### config.mk
export PLATFORM = sky130hd
export DESIGN_NAME = r2_inv_butterfly
export DESIGN_NICKNAME = d
export VERILOG_FILES = /design/src/rtl/r2_inv_butterfly.sv
export SDC_FILE = /design/constraint.sdc
export NUM_CORES = 2
export LEC_CHECK = 0
export CORE_ASPECT_RATIO = 0.5
export CORE_MARGIN = 10
export CORE_UTILIZATION = 40
export DETAILED_ROUTE_END_ITERATION = 12
export PLACE_DENSITY = 0.58
export SLEW_MARGIN = 20
export SYNTH_ARGS = -nofsm -noshare
export SYNTH_HDL_FRONTEND = slang
export SYNTH_SLANG_ARGS = --single-unit
export TNS_END_PERCENT = 30
### constraint.sdc
create_clock -name clk -period 9.38 [get_ports clk]
set_input_delay 1.876 -clock clk [delete_from_list [all_inputs] [get_ports clk]]
set_output_delay 1.876 -clock clk [all_outputs]
set_load 0.02 [all_outputs]
### src/rtl/r2_inv_butterfly.sv
// Radix-2 inverse butterfly: a = (s1+s2)/2, b = conj(W)*(s1-s2)/2.
// Three-stage valid-tagged pipeline with a global clock-enable stall.
module r2_inv_butterfly #(
  parameter int DW = 18,
  parameter int TF = 17
) (
  input  logic                 clk,
  input  logic                 rst_n,
  input  logic                 ce,
  input  logic                 valid_in,
  input  logic signed [DW-1:0] s1r,
  input  logic signed [DW-1:0] s1i,
  input  logic signed [DW-1:0] s2r,
  input  logic signed [DW-1:0] s2i,
  input  logic signed [DW-1:0] wr,
  input  logic signed [DW-1:0] wi,
  output logic signed [DW-1:0] ar,
  output logic signed [DW-1:0] ai,
  output logic signed [DW-1:0] br,
  output logic signed [DW-1:0] bi,
  output logic                 valid_out
);

  localparam int SW = 2*DW + 2;
  localparam logic signed [SW-1:0] SMAX = {{(SW-DW+1){1'b0}}, {(DW-1){1'b1}}};
  localparam logic signed [SW-1:0] SMIN = {{(SW-DW+1){1'b1}}, {(DW-1){1'b0}}};
  localparam logic signed [SW-1:0] ONE  = {{(SW-1){1'b0}}, 1'b1};
  localparam logic signed [SW-1:0] RND  = ONE <<< (TF-1);

  function automatic logic signed [DW-1:0] sat(input logic signed [SW-1:0] x);
    if (x > SMAX)      sat = SMAX[DW-1:0];
    else if (x < SMIN) sat = SMIN[DW-1:0];
    else               sat = x[DW-1:0];
  endfunction

  // Round-half-up halving of a 19-bit sum/difference.
  function automatic logic signed [DW-1:0] half(input logic signed [DW:0] x);
    logic signed [SW-1:0] t;
    t = SW'(x) + ONE;
    half = sat(t >>> 1);
  endfunction

  logic [2:0] vld;

  logic signed [DW:0]     sum_r, sum_i, diff_r, diff_i;
  logic signed [DW-1:0]   w1r, w1i;

  logic signed [DW-1:0]   a2r, a2i;
  logic signed [2*DW-1:0] p_rr, p_ii, p_ir, p_ri;

  logic signed [DW-1:0]   d_r, d_i;
  logic signed [SW-1:0]   acc_r, acc_i;

  always_comb begin
    d_r   = half(diff_r);
    d_i   = half(diff_i);
    acc_r = SW'(p_rr) + SW'(p_ii);
    acc_i = SW'(p_ir) - SW'(p_ri);
  end

  assign valid_out = vld[2];

  always_ff @(posedge clk) begin
    if (!rst_n) begin
      vld    <= '0;
      sum_r  <= '0;
      sum_i  <= '0;
      diff_r <= '0;
      diff_i <= '0;
      w1r    <= '0;
      w1i    <= '0;
      a2r    <= '0;
      a2i    <= '0;
      p_rr   <= '0;
      p_ii   <= '0;
      p_ir   <= '0;
      p_ri   <= '0;
      ar     <= '0;
      ai     <= '0;
      br     <= '0;
      bi     <= '0;
    end else if (ce) begin
      vld    <= {vld[1:0], valid_in};

      sum_r  <= {s1r[DW-1], s1r} + {s2r[DW-1], s2r};
      sum_i  <= {s1i[DW-1], s1i} + {s2i[DW-1], s2i};
      diff_r <= {s1r[DW-1], s1r} - {s2r[DW-1], s2r};
      diff_i <= {s1i[DW-1], s1i} - {s2i[DW-1], s2i};
      w1r    <= wr;
      w1i    <= wi;

      a2r    <= half(sum_r);
      a2i    <= half(sum_i);
      p_rr   <= d_r * w1r;
      p_ii   <= d_i * w1i;
      p_ir   <= d_i * w1r;
      p_ri   <= d_r * w1i;

      // conj(W): real = dr*wr + di*wi, imag = di*wr - dr*wi
      ar     <= a2r;
      ai     <= a2i;
      br     <= sat((acc_r + RND) >>> TF);
      bi     <= sat((acc_i + RND) >>> TF);
    end
  end

endmodule
==> results.md <==
- Initial antenna violation count: 5
- Worst Hold Depth: 2
- Initial core utilization: 40.31%
- Post-route setup slack: 0.3471 ns
- CTS Buf Count: 45
- Run status: finished clean
- RSZ-0062 raised after global routing: false
- Max Freq: 0.1107 GHz
- Worst slew pin tran: roughly 1.3 ns
- Crit path required time: 9.93 ns
- Port Buffers: around 180
- Min-delay worst type: reg -> reg
- Synth Flop Type: dfxtp_1
- Hold EP: p_ri[33]$_SDFFE_PN0P_
- Maximum fanout along the worst path: 18
- CTS Root Cell: clkbuf_16
- DRC viols: 0
- Via count: between 50000 and 60000
- GR Overflow Total: 0
- Cell row count: approximately 110
- Synth Instances: between 7000 and 8000
- Htree depth: 2
- Seq cells post-synth: ~370
- Most common cell on crit path: fa_1
- Power Density: 152.9 nW/um^2
- Core Box Area: around 170000 sq um
- Synthesized area: between 60000 and 70000 sq um
- I/O Pins: roughly 190
- Endpoints failing setup: 0
- Crit path DAT: ~9.6 ns
- Synth area leader: fa_1
- Vias in the first global route: ~50000
- Critical Path Sink Type: flip-flop
- Die ar.: about 190000 sq um
- Clock transition at path regs: around 0.07 ns
- Worst path max stage delay: around 0.55 ns
- Fin. Hold Viols: 0
- Ys Warns: 0
- Post-synthesis sequential area ratio: between 10% and 20%
- Clock Sinks: ~370
- WS Path Type: reg -> reg
- DR vias/cell: roughly 5.0
- Pre-CTS setup slack: -0.05327 ns
- Worst-skew pair later-pin latency: a little under 0.7 ns
- Period utilization: between 90% and 100%
- Commonest non-fill, non-tap cell in the layout: inv_1
- Slew Limit Headroom: between 10% and 20%
- Maxcap violations: 0
- Startpoint Class: flip-flop
- Die Span Y: between 300 and 400 microns
- Min Hold Slack: approximately 0.46 ns
- Fin nets: 9759
- DP HPWL: about 150 mm
- Reg2reg start: sum_i[0]$_SDFFE_PN0P_
- Area delta synth->final: 9.348%
- Placed Instance Area: about 73000 sq um
- Post-synth top area share: between 30% and 40%
- FF-to-FF setup slack: around 0.35 ns
- Mapped Avg Cell Area: approximately 8.9 sq um
- GPL Wtd Cong: 0.8716
- Antenna Violating Nets Remaining: 0
- Post-route insts no fill: 10070
- Peak VDD IR: 0.1966 mV
- Util after Layout: between 40% and 50%
- Hold Path Origin: p_ri[33]$_SDFFE_PN0P_
- EDFF count, synth: 0
- Largest net degree at the start of global routing: between 150 and 200
- Total track usage: between 20% and 30%
- Average wire per standard cell: between 15 and 20 microns
- 1st-pass router iterations: 6
- Design area: roughly 75000 sq um
- Starting DRT DRC Count: ~3500
- Pins Over Slew Limit: 0
- Ranking of synthesized cells by area: fa_1, ha_1, dfxtp_1
- Synthesized Nets: ~9800
- Clock period minus worst slack: 9.033 ns
- LEAKAGE: between 30 and 40 nW
- Die Wd: around 600 microns
- First-pass GRT wire length: between 300 and 400 mm
- Cell variety after synth: 87
- Clk_skew: roughly 0.051 ns
- Routed wire length: between 150 and 200 mm
- Most frequent cells in the layout: inv_1, fa_1, nand2_1, and2_1, ha_1
- R2r endpoint: p_ir[34]$_SDFFE_PN0P_
- Async S/R FF share, synth: 0%
- Proportion of layout cells with a drive suffix above 1: 3.782%
- Placed cell count: roughly 10000
- Slowest CP cell: fa_1
- R2r worst-path depth: 33
- Max clock buf depth: 3
- CTS tree: done
-- worst max path at each step --
stage | depth (start not counted) | startpoint | slack [ns] | to
2_1_floorplan | 35 | sum_i[0]$_SDFFE_PN0P_ | 0.88 | p_ii[34]$_SDFFE_PN0P_
3_3_place_gp | 31 | sum_i[0]$_SDFFE_PN0P_ | 0.04 | p_ii[34]$_SDFFE_PN0P_
3_5_place_dp | 32 | sum_i[0]$_SDFFE_PN0P_ | -0.05 | p_ir[34]$_SDFFE_PN0P_
4_1_cts | 32 | diff_r[0]$_SDFFE_PN0P_ | 0.16 | p_ri[35]$_SDFFE_PN0P_
5_1_grt | 34 | diff_r[0]$_SDFFE_PN0P_ | 0.01 | p_ri[35]$_SDFFE_PN0P_
6_report | 33 | sum_i[0]$_SDFFE_PN0P_ | 0.35 | p_ir[34]$_SDFFE_PN0P_
-- metrics by stage --
step / power [mW] / TNS, ns
6_report: 11.48 / 0
5_1_grt: 12.50 / 0
4_1_cts: 11.51 / 0
3_5_place_dp: 9.376 / -0.08772
3_3_place_gp: 9.332 / 0
2_1_floorplan: 7.097 / 0
-- registers in the layout, summed over array words and instances, names as in the netlist, 18 cells and up --
| signal | count |
|---|---|
| br | 18 |
| bi | 18 |
| diff_r | 19 |
| a2r | 18 |
| ai | 18 |
| p_ir | 36 |
| w1r | 18 |
| p_ii | 36 |
| diff_i | 18 |
| p_rr | 36 |
| w1i | 18 |
| ar | 18 |
| a2i | 18 |
| sum_r | 18 |
| sum_i | 19 |
| p_ri | 36 |
-- cell usage after synthesis, types with 52 or more instances --
library cell  number
a211oi_1          57
a21o_1            65
a21oi_1          257
and2_1           657
clkbuf_1         341
dfxtp_1          365
fa_1            1320
ha_1             588
inv_1           1647
mux2i_1          193
nand2_1          746
nand2b_1          63
nand3_1           71
nor2_1           410
nor3_1            52
o21ai_0          201
xnor2_1          198
xor2_1            83
-- repair_timing --
item | 4_1_cts | 5_1_grt
cloned | 0 | 2
setup endpoints to repair | 2 | 19
pin swaps | 0 | 3
hold buffers | 0 | 0
setup buffers | 0 | 5
resized for setup | 1 | 14
-- routing by layer --
layer | vias up | global-route usage (%) | routed length [microns]
li1 | 23490 | - | -
met1 | 25520 | 30.75 | 92370
met2 | 1278 | 30.16 | 81670
met3 | 164 | 3.304 | 12990
met4 | 6 | 4.181 | 4379
met5 | - | 0 | 30
-- kinds of logic (layout without fill, tap and decap cells) --
logic type	Yosys count	count (layout)	share of synthesized area, %
AOI/OAI and AO/OA	804	806	7.379
muxes	194	194	2.829
adders and majority gates	1908	1908	49.18
buffers and inverters	2011	2053	11.02
other	0	3	0
DFF	365	365	10.64
xor gates and xnor gates	282	282	3.606
and+or+nand+nor	2166	2166	15.35
-- power breakdown --
part / switching [mW] / total, mW / internal, mW
sequential: 0.321 / 2.17 / 1.85
combinational: 4.46 / 7.27 / 2.80
clock: 0.883 / 2.04 / 1.16
-- cell type report --
class	instances	area [sq um]
diodes	3	7.507
clock buffers	54	1210
clock inverters	28	441.7
inverters	1648	6193
repair buffers	323	3085
flip-flops and latches	365	7317
multi-input cells	5356	54000
fillers	16740	95310
well taps	2289	2864
-- worst max-delay path: cells and delay by family (launching register included) --
family                   cells  cell delay [ns]
adder cells (fa/ha/maj)      8             3.54
buffers and inverters        6             0.97
AO/OA/AOI/OAI               10             1.96
AND/OR/NAND/NOR              9             2.10
flip-flops                   1             0.33
Note: power is estimated with default switching activity, not from simulation.
